### config.mk
export PLATFORM = sky130hd
export DESIGN_NAME = prog_loader
export DESIGN_NICKNAME = d
export VERILOG_FILES = /design/src/rtl/prog_loader_pkg.sv /design/src/rtl/prog_loader_byte_assembler.sv /design/src/rtl/prog_loader.sv
export SDC_FILE = /design/constraint.sdc
export NUM_CORES = 1
export LEC_CHECK = 0
export CORE_UTILIZATION = 51
export CTS_BUF_LIST = sky130_fd_sc_hd__clkbuf_8
export CTS_CLUSTER_SIZE = 20
export DETAILED_ROUTE_END_ITERATION = 6
export PLACE_DENSITY = 0.8
export SLEW_MARGIN = 0
export SYNTH_ARGS = -nofsm -noshare
export SYNTH_HDL_FRONTEND = slang
export SYNTH_SLANG_ARGS = --single-unit
### constraint.sdc
create_clock -name clk -period 2.4 [get_ports clk]
set_input_delay 0.72 -clock clk [delete_from_list [all_inputs] [get_ports clk]]
set_output_delay 0.72 -clock clk [all_outputs]
set_load 0.005 [all_outputs]
### src/rtl/prog_loader_pkg.sv
// Shared types and constants for the instruction-memory loader.
package prog_loader_pkg;

   localparam int HDR_BYTES      = 4;
   localparam int BYTES_PER_WORD = 4;

   // state     | meaning
   // IDLE      | waiting for start; CPU hold reflects outcome of last load
   // HDR       | collecting the 4-byte little-endian word count
   // DATA      | collecting the bytes of the current instruction word
   // WRITE     | one-cycle instrmem write of the assembled word
   // CSUM      | waiting for the checksum byte
   // DONE      | one-cycle success pulse, CPU released next cycle
   // ERR       | load rejected, error latched, CPU stays held
   typedef enum logic [2:0] {
      IDLE,
      HDR,
      DATA,
      WRITE,
      CSUM,
      DONE,
      ERR
   } state_t;

   // Index of the final byte of the field currently being assembled.
   function automatic logic [1:0] last_byte_idx(input state_t s);
      return (s == HDR) ? 2'(HDR_BYTES - 1) : 2'(BYTES_PER_WORD - 1);
   endfunction

endpackage

### src/rtl/prog_loader_byte_assembler.sv
// Gathers a little-endian word from a byte stream; shared by the header
// count and the instruction words.
module prog_loader_byte_assembler #(
   parameter int WIDTH = 32
) (
   input  logic             clk,
   input  logic             rst,
   input  logic             clear,
   input  logic             byte_valid,
   input  logic [7:0]       byte_data,
   input  logic [1:0]       last_idx,
   output logic             word_valid,
   output logic [WIDTH-1:0] word
);

   logic [1:0]       byte_cnt;
   logic [WIDTH-1:0] shreg;

   // The completed word is presented in the same cycle its last byte arrives.
   assign word       = {byte_data, shreg[WIDTH-1:8]};
   assign word_valid = byte_valid && (byte_cnt == last_idx);

   // Shift bytes in from the top so the first byte ends up in bits [7:0].
   always_ff @(posedge clk) begin
      if (rst || clear) begin
         byte_cnt <= '0;
         shreg    <= '0;
      end else if (byte_valid) begin
         shreg    <= word;
         byte_cnt <= word_valid ? 2'd0 : byte_cnt + 2'd1;
      end
   end

endmodule

### src/rtl/prog_loader.sv
// Fills instrmem from a framed byte stream and holds the CPU in reset until
// a load with a matching checksum completes.
module prog_loader
   import prog_loader_pkg::*;
#(
   parameter int          WIDTH     = 32,
   parameter int          DEPTH     = 1024,
   parameter int unsigned BASE_ADDR = 0
) (
   input  logic             clk,
   input  logic             rst,
   input  logic             start,
   input  logic             rx_valid,
   input  logic [7:0]       rx_data,
   output logic             rx_ready,
   output logic             imem_we,
   output logic [WIDTH-1:0] imem_addr,
   output logic [WIDTH-1:0] imem_wdata,
   output logic             cpu_hold,
   output logic             busy,
   output logic             done,
   output logic             error
);

   localparam int IDX_W = $clog2(DEPTH) + 1;

   state_t           state, state_nxt;
   logic             xfer;
   logic             start_ok;
   logic             word_valid;
   logic [WIDTH-1:0] asm_word;
   logic [WIDTH-1:0] n_words;
   logic [IDX_W-1:0] index;
   logic [7:0]       sum;

   // Ready depends only on state, which keeps the byte handshake free of
   // combinational loops through the assembler.
   assign rx_ready = (state == HDR) || (state == DATA) || (state == CSUM);
   assign xfer     = rx_valid && rx_ready;
   assign start_ok = start && (state == IDLE);

   prog_loader_byte_assembler #(.WIDTH(WIDTH)) u_asm (
      .clk        (clk),
      .rst        (rst),
      .clear      (start_ok),
      .byte_valid (xfer),
      .byte_data  (rx_data),
      .last_idx   (last_byte_idx(state)),
      .word_valid (word_valid),
      .word       (asm_word)
   );

   // State register.
   always_ff @(posedge clk) begin
      if (rst) state <= IDLE;
      else     state <= state_nxt;
   end

   // Next-state decode and per-state strobes.
   always_comb begin
      state_nxt = state;
      imem_we   = 1'b0;
      busy      = 1'b0;
      done      = 1'b0;
      case (state)
         IDLE: if (start) state_nxt = HDR;
         HDR: begin
            busy = 1'b1;
            if (word_valid) begin
               if (asm_word == '0)                 state_nxt = CSUM;
               else if (asm_word > WIDTH'(DEPTH))  state_nxt = ERR;
               else                                state_nxt = DATA;
            end
         end
         DATA: begin
            busy = 1'b1;
            if (word_valid) state_nxt = WRITE;
         end
         WRITE: begin
            busy    = 1'b1;
            imem_we = 1'b1;
            if ((WIDTH'(index) + WIDTH'(1)) < n_words) state_nxt = DATA;
            else                                       state_nxt = CSUM;
         end
         CSUM: begin
            busy = 1'b1;
            if (xfer) state_nxt = (rx_data == sum) ? DONE : ERR;
         end
         DONE:    begin
            done      = 1'b1;
            state_nxt = IDLE;
         end
         ERR:     state_nxt = IDLE;
         default: state_nxt = IDLE;
      endcase
   end

   // Load bookkeeping: word count, index, checksum, write port and status.
   always_ff @(posedge clk) begin
      if (rst) begin
         n_words    <= '0;
         index      <= '0;
         sum        <= '0;
         imem_addr  <= WIDTH'(BASE_ADDR);
         imem_wdata <= '0;
         cpu_hold   <= 1'b1;
         error      <= 1'b0;
      end else begin
         if (start_ok) begin
            index    <= '0;
            sum      <= '0;
            cpu_hold <= 1'b1;
            error    <= 1'b0;
         end
         if (state == HDR && word_valid) n_words <= asm_word;
         if (state == DATA && xfer) sum <= sum + rx_data;
         // Address and data are staged with the last byte so they are
         // already stable in the WRITE cycle.
         if (state == DATA && word_valid) begin
            imem_addr  <= WIDTH'(BASE_ADDR) + WIDTH'(index) * WIDTH'(BYTES_PER_WORD);
            imem_wdata <= asm_word;
         end
         if (state == WRITE) index <= index + IDX_W'(1);
         if (state == DONE) cpu_hold <= 1'b0;
         if (state_nxt == ERR) error <= 1'b1;
      end
   end

endmodule

== Word level (Yosys, flattened, before mapping) ==
Cells that the tools add are included.
Operators by class
  muxes and demuxes: 21
  shift-type cells: 0
  divide/modulo/power cells: 0
  add/subtract/negate cells: 4
  multipliers: 0
  equal/unequal tests: 8
  $lt $le $gt $ge: 2
  bitwise operators: 0
  reduce and logical (&&, ||, !) cells: 16
Operators with widths (count)
  > comparator 32 x 11 -> 1 bit (second input constant): 1
  zero test 32 bit: 1
  < comparator 12 x 32 -> 1 bit: 1
  two-way mux 11 bit: 2
  two-way mux 3 bit: 7
  two-way mux 8 bit: 2
  one-hot mux 3 bit (5 select lines): 1
  adder 11 x 1 -> 12 bit (second input constant): 1
  adder 11 x 1 -> 11 bit (second input constant): 1
  equality test 3 bit (second input constant): 3
  adder 8 bit: 1
  equality test 8 bit: 1
  nonzero test 2 bit: 4
  two-way mux 1 bit: 7
  equality test 3 x 2 -> 1 bit (second input constant): 2
  logical AND 1 bit: 6
  two-way mux 2 bit: 2
  OR reduction 4 bit: 1
  equality test 3 x 1 -> 1 bit (second input constant): 1
  zero test 3 bit: 1
  logical OR 1 bit: 3
  adder 2 x 1 -> 2 bit (second input constant): 1
  equality test 2 bit (second input constant): 1
Word-level totals
  memory bits (writable): 0
  output and inout port bits: 70
  register bits: 133
  memories: 0
  ROM bits: 0
  word-level logic and storage cells: 61
  input bits: 12
  bits in latches: 0

== Depth between registers and ports, before layout ==
Gate-level depths: netlist (run 1).
  depth in word-level cells: 9
  mapped depth: 12
  depth with buffers taken out: 12

== Cells and area by module ==
From an unflattened synthesis (run 1), not the netlist that was laid out.
Second synthesis, totals
  cells, all modules: 713
  area total of the unflattened synthesis: 5724.2 sq um
Modules (own cells, without submodules)
  prog_loader: cells each 613, area each 4690.7 sq um, sequential area each 1981.9 sq um, times used 1
  prog_loader_byte_assembler: cells each 100, area each 1033.5 sq um, sequential area each 520.5 sq um, times used 1

== Worst setup path after synthesis (run 1) ==
Ideal clock, no wire load.
  kind: register to register
  from: register index[0]
  to: register state[1]
  arrival time: 2.441 ns
  library setup time: 0.115 ns
  stages on the path, launching flop included: 13
  data required time: 2.285 ns
  clock period less this slack: 2.555 ns
  setup slack: -0.155 ns
  buffers on the path: 0
  cells stage by stage: dfxtp_1 > ha_1 > nand3_1 > nor3_2 > nand3_1 > xnor2_1 > ha_1 > a21oi_1 > nor2b_1 > nor4_1 > a2111oi_2 > nor2_1 > o21a_1
On the way
  cells in the longest elaborated chain, start to end: 4
RTL lines
  start, declared: RTL line prog_loader.sv:33  | logic [IDX_W-1:0] index;
  start signal, assigned: RTL line prog_loader.sv:123  | if (state == WRITE) index <= index + IDX_W'(1);
  adder 11 x 1 -> 12 bit: RTL line prog_loader.sv:82  | if ((WIDTH'(index) + WIDTH'(1)) < n_words) state_nxt = DATA;
  < comparator 12 x 32 -> 1 bit: RTL line prog_loader.sv:82
  two-way mux 3 bit: RTL line prog_loader.sv:82
  one-hot mux 3 bit (5 select lines): RTL line prog_loader.sv:65  | case (state)
  end signal, assigned: RTL line prog_loader.sv:56  | else state <= state_nxt;
  end, declared: RTL line prog_loader.sv:27  | state_t state, state_nxt;
Every way passes these cells.
A chain may end at the register's enable or synchronous reset.

== Worst setup path after layout (run 1) ==
  from: register index[2]
  to: register state[1]
Same word-level chain as after synthesis.

==> results.md, run 1 <==
Run status:
- The flow ran to the end, but the final reports show violations.
- The checks that failed: DRC, setup timing.

Finish:
- The repair_antennas step left the layout with diodes totalling 0.
- Compared with the post-synthesis result, the final layout area differs by 30.9%.
- The layout net count is 868.
- The fraction of final layout cells with drive strength greater than 1 is 0.181.

Global routing:
- Entering global routing, the biggest net connects 58 pins.
- Global routing finished with a remaining overflow of 0.
- The number of antenna violations at the first check in global routing is 0.
- The total routing usage reported by global routing is 0.260.
- The first global-routing pass estimated 23100 um of wire.
- The via count of the first global-routing pass is 5042.

CTS:
- The number of buffers added by the clock tree synthesis step is 17.
- For the worst-skew pair, the clock arrives at the later sink with an insertion delay of 0.45 ns.
- The total number of clock tree sinks is 125.
- The number of buffers between clock root and the deepest sink is 2.
- Buffers inserted to repair hold after CTS numbered 0.
- The H-tree depth reported by CTS is 4.
- After clock tree synthesis, the clock-pin slew on the worst setup and hold paths is 0.07 ns.
- TritonCTS built the clock tree.
- The CTS root buffer is sky130_fd_sc_hd__clkbuf_8.

Die:
- For this configuration, the core starts out at a cell density of 0.521.
- The core outline area is 0.0108 mm2.
- The die outline width is 107 um.
- The number of ports placed on the die boundary is 82.
- The number of placement rows is 38.
- The die outline area is 0.0115 mm2.
- The vertical die dimension is 107 um.

Detailed routing:
- After detailed routing, the number of vias per cell comes to 5.45.
- The antenna violation net count after detailed routing is 0.
- The first routing iteration left 339 violations.
- Dividing the detail-routed wire length by the instance count gives 15.2 um.
- The final layout contains routed wiring with a total length of 15000 um.
- The first detailed-routing pass ran for 7 iterations.
- The total via count after detailed routing is 5375.
- In the routed design, unresolved DRC markers number 1.

STA:
- The time the final worst path needs with I/O delays and setup is 2.59 ns.
- The tightest hold margin is 0.454 ns.
- The timing-limited maximum frequency is 387 MHz.
- The relative slew slack is 0.498.
- The final clock skew is 0.00754 ns.
- The post-route clock period utilization is 1.08.
- Setup slack on the critical path of the routed design comes to -0.187 ns.
- Setup repair after global routing could not meet its margin everywhere.
- The number of slew-limit violations in the final report is 0.
- The number of hold-slack violations in the final timing report is 0.
- The number of setup violations in the final report is 2.
- The slew of the pin with the lowest slew margin is 0.747 ns.

Power:
- The power per cell area is 578 mW/mm2.
- The design draws 4.28 mW.
- For this design the static power due to leakage is 2.84 nW.
- VDD sags by at most 0.393 mV.

Worst setup path:
- STA puts the critical path data required time at 2.74 ns.
- The count of cells along the worst register-to-register path is 11.
- The nature of the critical path startpoint is a flip-flop.
- The critical path ends at state[1]$_SDFF_PP0_.
- The type of destination of the critical path is a flip-flop.
- The worst register-to-register path ends at state[1]$_SDFF_PP0_.
- Tracing the worst setup path back leads to its startpoint at index[2]$_SDFFE_PP0P_.
- STA puts the critical path data arrival time at 2.93 ns.
- Setup slack on the worst reg-to-reg path comes out at -0.19 ns.
- The worst register-to-register path begins at index[2]$_SDFFE_PP0P_.
- Of all nets on the critical path, the largest fanout is 4.
- The kind of critical path is reg2reg.

Place:
- The weighted congestion at the end of routability-driven global placement is 0.887.
- The placed wire-length estimate is 10000 um.
- In this run the tool buffered the top-level ports with 60 buffer cells.

Logic synthesis:
- The number of library cell types mapped by synthesis is 54.
- The sequential cell area fraction in the yosys report is 0.443.
- The synthesized area is 0.00565 mm2.
- In the synthesized netlist, the cells that appear most often are 224 x sky130_fd_sc_hd__nand2_1, 125 x sky130_fd_sc_hd__dfxtp_1, 120 x sky130_fd_sc_hd__a21oi_1.
- The biggest area contributor in the post-synthesis netlist is sky130_fd_sc_hd__dfxtp_1.
- The synthesis warning total is 0.
- In the synthesized netlist the dominant register cell turns out to be sky130_fd_sc_hd__dfxtp_1.
- After synthesis, the mean cell area works out to 7.77 um2.
- Sorting the synthesized cells by area gives the leading types as sky130_fd_sc_hd__dfxtp_1 44%, sky130_fd_sc_hd__nand2_1 15%, sky130_fd_sc_hd__a21oi_1 11%.
- The synthesized flop and latch total is 125.
- Of the post-synthesis cell area, the dominant cell type holds 0.443.
- After technology mapping, the gate count stands at 727.
- In this run, synthesis inferred 0 flip-flops with an integrated enable.
- For this run, asynchronously set or reset flops after synthesis account for 0.
- The most common cell in the synthesized netlist is sky130_fd_sc_hd__nand2_1.

Min path:
- The launch point of the worst hold path is imem_addr[6]$_SDFFE_PP0P_.
- The kind of path behind the tightest hold check is reg2reg.
- Along the worst hold path, the cell count comes to 2.

Run:
- Across the run, the number of max-cap violations was 0.
final cells by class:
cell class                 count  area (um2)
fill                         847        3440
tap                          140         175
timing repair buffer         137        1230
multi-input combinational    537        2980
clock buffer                  18         248
inverter                      17        66.3
clock inverter                13         176
sequential                   125        2520
cell families after synthesis:
group                      count (synthesis)  share of synthesized area
and+or+nand+nor                          316                      0.238
AOI/OAI and AO/OA                        161                      0.160
DFF                                      125                      0.443
buffers and inverters                     85                     0.0819
adders and majority gates                 21                     0.0478
xor gates and xnor gates                  17                     0.0264
other                                      1                   0.000664
muxes                                      1                    0.00177
report_power, final:
group / leakage (nW) / internal, mW / switching (mW)
Clock: 0.215 / 1.14 / 0.832
Combinational: 1.62 / 0.0870 / 0.128
Sequential: 1.01 / 2.08 / 0.0114
through the flow:
| step | TNS, ns | utilization | std cells | setup slack, ns | area, um2 |
|---|---|---|---|---|---|
| floorplan | 0 | - | 747 | 0.0195 | 5730 |
| global placement | -1.67 | 0.610 | 944 | -0.380 | 6610 |
| detailed placement | -2.12 | 0.610 | 944 | -0.422 | 6610 |
| CTS | -0.448 | 0.664 | 983 | -0.157 | 7200 |
| global route | -0.529 | 0.682 | 987 | -0.282 | 7400 |
| finish | -0.303 | 0.682 | 987 | -0.187 | 7400 |
worst min-delay path by stage:
stage / to / slack, ns
floorplan: n_words[18]$_SDFFE_PP0P_ / 0.44
global placement: n_words[28]$_SDFFE_PP0P_ / 0.44
detailed placement: imem_wdata[15]$_SDFFE_PP0P_ / 0.45
CTS: imem_addr[6]$_SDFFE_PP0P_ / 0.46
global route: n_words[18]$_SDFFE_PP0P_ / 0.48
finish: imem_addr[6]$_SDFFE_PP0P_ / 0.45
timing repair:
item,4_1_cts,5_1_grt
setup endpoints to repair,6,8
pin swaps,10,18
gates resized for setup,24,35
setup buffers,8,4
per-layer routing:
| layer | GRT usage | wire [um] | vias up |
|---|---|---|---|
| li1 | - | - | 2604 |
| met1 | 0.296 | 5970 | 2519 |
| met2 | 0.444 | 7800 | 209 |
| met3 | 0.0690 | 846 | 43 |
| met4 | 0.142 | 425 | 0 |
| met5 | 0 | 0 | - |
state kept, by name (all words and copies together), names as in the netlist:
signal          flops
state               3
error               1
imem_addr          11
u_asm.byte_cnt      2
index              11
n_words            32
imem_wdata         32
u_asm.shreg        24
cpu_hold            1
sum                 8
cell usage in the layout (no fill, tap or decap), types with 3 or more instances in the layout:
cell                              count
sky130_fd_sc_hd__a21oi_1            117
sky130_fd_sc_hd__a21oi_2              3
sky130_fd_sc_hd__a22oi_1              8
sky130_fd_sc_hd__and2_1               3
sky130_fd_sc_hd__buf_4               71
sky130_fd_sc_hd__buf_6                4
sky130_fd_sc_hd__bufinv_16            4
sky130_fd_sc_hd__clkbuf_8            18
sky130_fd_sc_hd__clkdlybuf4s50_1     52
sky130_fd_sc_hd__clkinvlp_4           3
sky130_fd_sc_hd__conb_1              21
sky130_fd_sc_hd__dfxtp_1            116
sky130_fd_sc_hd__dfxtp_2              6
sky130_fd_sc_hd__dfxtp_4              3
sky130_fd_sc_hd__dlymetal6s2s_1       6
sky130_fd_sc_hd__ha_1                12
sky130_fd_sc_hd__ha_4                 6
sky130_fd_sc_hd__inv_1               19
sky130_fd_sc_hd__nand2_1            223
sky130_fd_sc_hd__nand3_1              9
sky130_fd_sc_hd__nand3_2              3
sky130_fd_sc_hd__nor2_1              31
sky130_fd_sc_hd__nor3_1               7
sky130_fd_sc_hd__nor4_1              14
sky130_fd_sc_hd__o21ai_0             10
sky130_fd_sc_hd__o21ai_1              5
sky130_fd_sc_hd__or3_1                3
sky130_fd_sc_hd__xnor2_1              6
sky130_fd_sc_hd__xor2_1               9
critical path, cell delays in order, from the launching register on:
cell and delay [ns]:
sky130_fd_sc_hd__dfxtp_2 0.38, sky130_fd_sc_hd__nand3_1 0.13, sky130_fd_sc_hd__nor3_2 0.30, sky130_fd_sc_hd__and3_4 0.26, sky130_fd_sc_hd__xor2_1 0.19, sky130_fd_sc_hd__ha_2 0.23, sky130_fd_sc_hd__a21oi_2 0.07, sky130_fd_sc_hd__nor2b_2 0.21
sky130_fd_sc_hd__nor4_2 0.09, sky130_fd_sc_hd__a2111oi_4 0.35, sky130_fd_sc_hd__nor2_1 0.09, sky130_fd_sc_hd__o21a_1 0.17
(Power assumes the default switching activity.)
==> run 2, diff against run 1 <==
CORE_UTILIZATION = 49   (was 51)
CTS_BUF_LIST = sky130_fd_sc_hd__clkbuf_16   (was sky130_fd_sc_hd__clkbuf_8)
PLACE_DENSITY = 0.77   (was 0.8)
SETUP_SLACK_MARGIN = 0.4   (was default)
TNS_END_PERCENT = 5   (was default)
==> results.md, run 2 (same netlist as run 1, synthesis figures left out) <==
Die:
- The die outline width was 109 um (+2.0%).
- The number of ports placed on the die boundary came to 82 (unchanged).
- The number of placement rows is 38 (unchanged).
- The initial cell density of the core is 0.512 (-0.00899).
- The core outline area was 0.0110 mm2 (+1.8%).
- The die outline area is 0.0120 mm2 (+4.0%).
- The vertical die dimension came to 109 um (+2.0%).

Run status:
- The final reports fail on setup timing.
- The flow ran to the end, but the final reports show violations.

Worst setup path:
- The critical path goes through ha_4 -> nand3_2 -> nor3_4 -> nand3_2 -> xnor2_2 -> ha_4 -> o211ai_1 -> nand2_1 -> nand3_1 -> a2111oi_4 -> nor2_1 -> o21a_1.
- The critical path's largest stage delay was 0.37 ns (about the same).
- STA classifies the critical path startpoint as a flip-flop.
- The register-to-register path setup slack is -0.01 ns (+0.18 ns).
- The worst reg2reg path endpoint is state[1]$_SDFF_PP0_.
- The worst setup path is captured at a flip-flop.
- The maximum net fanout on the critical path is 4 (unchanged).
- The critical path buffer and inverter count was 0 (unchanged).
- The arrival time of the worst setup path is 2.72 ns (-0.21 ns).
- The setup path with the least slack is of type reg2reg.
- The dominant delay contributor by cell family on the critical path is simple AND/OR/NAND/NOR gates.
- The required arrival time at the worst endpoint is 2.71 ns (-0.03 ns).
- The slowest stage of the critical path is the sky130_fd_sc_hd__dfxtp_4 cell.
- The count of cells along the worst register-to-register path is 12 (+1).
- The launch point of the worst reg-to-reg path is index[1]$_SDFFE_PP0P_.

Finish:
- The library cell used most frequently in the layout, excluding fill and tap cells, is sky130_fd_sc_hd__nand2_1.
- Relative to the synthesized area, the layout overhead comes to 35.6%.
- The final cell utilization of the core was 0.695 (+0.0122).
- The layout net count is 862 (-0.69%).
- The number of diodes is 0 (unchanged).
- In the final layout, the registers with the most flip-flops are imem_wdata (32), n_words (32), u_asm.shreg (24).
- The fraction of final layout cells with drive strength greater than 1 is 0.204 (+0.0236).
- The library cells used most frequently in the layout, excluding fill and tap cells, are 223 x sky130_fd_sc_hd__nand2_1, 117 x sky130_fd_sc_hd__a21oi_1, 112 x sky130_fd_sc_hd__dfxtp_1, 59 x sky130_fd_sc_hd__buf_4, 30 x sky130_fd_sc_hd__nor2_1.

Detailed routing:
- The number of remaining DRC errors is 0 (-1).
- The amount of wire on met2 after detailed routing is 8080 um (+3.6%).
- The via-per-instance ratio is 5.50 (+0.98%).
- The total via count after detailed routing came to 5400 (+0.47%).
- The detailed router's first-iteration violation count is 393 (+16%).
- The detailed-route wire length per cell came to 15.8 um (+3.9%).
- The wire length on met3 is 887 um (+4.8%).
- The uppermost signal routing layer after detailed routing is met4.
- The wire length reported by the detailed router was 15600 um (+3.4%).
- The antenna violation net count after detailed routing is 0 (unchanged).
- The first-pass detailed-route iteration total is 6 (-1).
- The met1 routed wirelength after detailed routing came to 6060 um (+1.5%).

STA:
- The slew of the pin with the lowest slew margin is 0.571 ns (-0.175 ns).
- The post-route worst setup slack is -0.0120 ns (+0.175 ns).
- The relative slew slack is 0.616 (+0.118).
- Setup repair after global routing could not meet its margin everywhere.
- The number of setup violations in the final report is 1 (-1).
- The time the final worst path needs with I/O delays and setup is 2.41 ns (-0.175 ns).
- The number of hold-slack violations in the final timing report was 0 (unchanged).
- The number of slew-limit violations in the final report is 0 (unchanged).
- The post-route clock period utilization is 1.01 (-0.0730).
- The final clock skew is 0.00732 ns (-0.000224 ns).
- The timing-limited maximum frequency came to 415 MHz (+7.3%).

CTS:
- The H-tree depth reported by CTS was 4 (unchanged).
- The total number of clock tree sinks was 125 (unchanged).
- The CTS root buffer is sky130_fd_sc_hd__clkbuf_16.
- The clock tree from TritonCTS is done.
- The number of buffers between clock root and the deepest sink is 2 (unchanged).
- The number of hold buffers added after cts came to 0 (unchanged).
- The clock-pin slew on the worst setup and hold paths was 0.06 ns (about the same).
- The number of buffers added by the clock tree synthesis step is 17 (unchanged).
- The insertion delay to the later sink of the worst-skew pair was 0.42 ns (-0.03 ns).

Global routing:
- The first-pass GRT wire length was 23900 um (+3.8%).
- The total routing usage reported by global routing is 0.261 (+0.000696).
- The global route total overflow is 0 (unchanged).
- The maximum number of pins on one net before global-route repair is 39 (-33%).
- The via count of the first global-routing pass is 5020 (-0.44%).
- The number of antenna violations at the first check in global routing is 0 (unchanged).

Place:
- The number of input and output port buffers inserted is 60 (unchanged).
- The weighted congestion at the end of routability-driven global placement is 0.876 (-1.3%).
- The placed wire-length estimate is 10000 um (about the same).
- The post-place setup slack came to -0.397 ns (+0.0248 ns).

Min path:
- The path with the worst hold slack has its endpoint at imem_addr[11]$_SDFFE_PP0P_.
- The number of stages on the worst hold path came to 2 (unchanged).
- The launch point of the worst hold path is imem_addr[11]$_SDFFE_PP0P_.
- The tightest min-delay check is of the reg2reg type.

Power:
- The peak ir drop on the vdd network came to 0.898 mV (+130%).
- The power per cell area is 614 mW/mm2 (+6.1%).
- The static leakage power is 3.19 nW (+12%).

Run:
- The max-cap violation count is 0 (unchanged).
[run 2: changes by cell type in the layout (fill, tap and decap cells not counted), moves of 4 or more]
cell,change
sky130_fd_sc_hd__dlymetal6s2s_1,+15
sky130_fd_sc_hd__clkbuf_8,-18
sky130_fd_sc_hd__dlygate4sd2_1,+4
sky130_fd_sc_hd__clkdlybuf4s50_1,-24
sky130_fd_sc_hd__dfxtp_1,-4
sky130_fd_sc_hd__buf_4,-12
sky130_fd_sc_hd__clkbuf_16,+17
sky130_fd_sc_hd__buf_6,+7
sky130_fd_sc_hd__inv_1,-4
[run 2: tightest hold or removal path: stages, from the launching register on]
cell and delay [ns]:
sky130_fd_sc_hd__dfxtp_1 0.30, sky130_fd_sc_hd__nand2_1 0.05, sky130_fd_sc_hd__a21oi_1 0.05
[run 2: stage by stage]
stage               TNS (ns)  power, mW  hold WS (ns)  cell area, um2  instances
floorplan                  0       2.27         0.436            5780        747
global placement       -1.34       2.33         0.442            6680        941
detailed placement     -1.80       2.33         0.448            6680        941
CTS                 -0.00651       4.69         0.455            7410        978
global route          -0.165       4.83         0.468            7660        982
finish               -0.0120       4.70         0.453            7660        982
[run 2: worst max-delay path by stage]
stage	startpoint	endpoint	slack, ns	cells after the start
2_1_floorplan	index[0]$_SDFFE_PP0P_	state[1]$_SDFF_PP0_	0.15	10
3_3_place_gp	rx_data[1]	sum[7]$_SDFFE_PP0P_	-0.34	8
3_5_place_dp	rx_data[1]	sum[7]$_SDFFE_PP0P_	-0.40	8
4_1_cts	index[1]$_SDFFE_PP0P_	state[1]$_SDFF_PP0_	-0.007	12
5_1_grt	index[1]$_SDFFE_PP0P_	state[1]$_SDFF_PP0_	-0.11	12
6_report	index[1]$_SDFFE_PP0P_	state[1]$_SDFF_PP0_	-0.01	12
[run 2: routing by layer]
layer	GRT usage	vias to the layer above
li1	-	2589
met1	0.306	2545
met3	0.0616	45
met5	0	-
met4	0.129	0
met2	0.446	221
[run 2: timing repair]
item,CTS,global route
pin swaps,16,25
buffers inserted,5,4
endpoints found under the setup margin,14,40
gates resized for setup,55,60
[run 2: layout make-up]
type                    instances  area (um2)
clock inverters                15         121
multi-input cells             537        3090
fillers                       831        3370
inverters                      17        66.3
clock buffers                  17         425
repair buffers                131        1260
flip-flops and latches        125        2530
well taps                     140         175
[run 2: where the power goes]
group	internal, mW	leakage, nW	switching (mW)	total, mW
sequential	2.08	1.01	0.0119	2.09
combinational	0.0949	1.91	0.138	0.233
clock	1.41	0.265	0.965	2.38
total	3.59	3.19	1.12	4.70
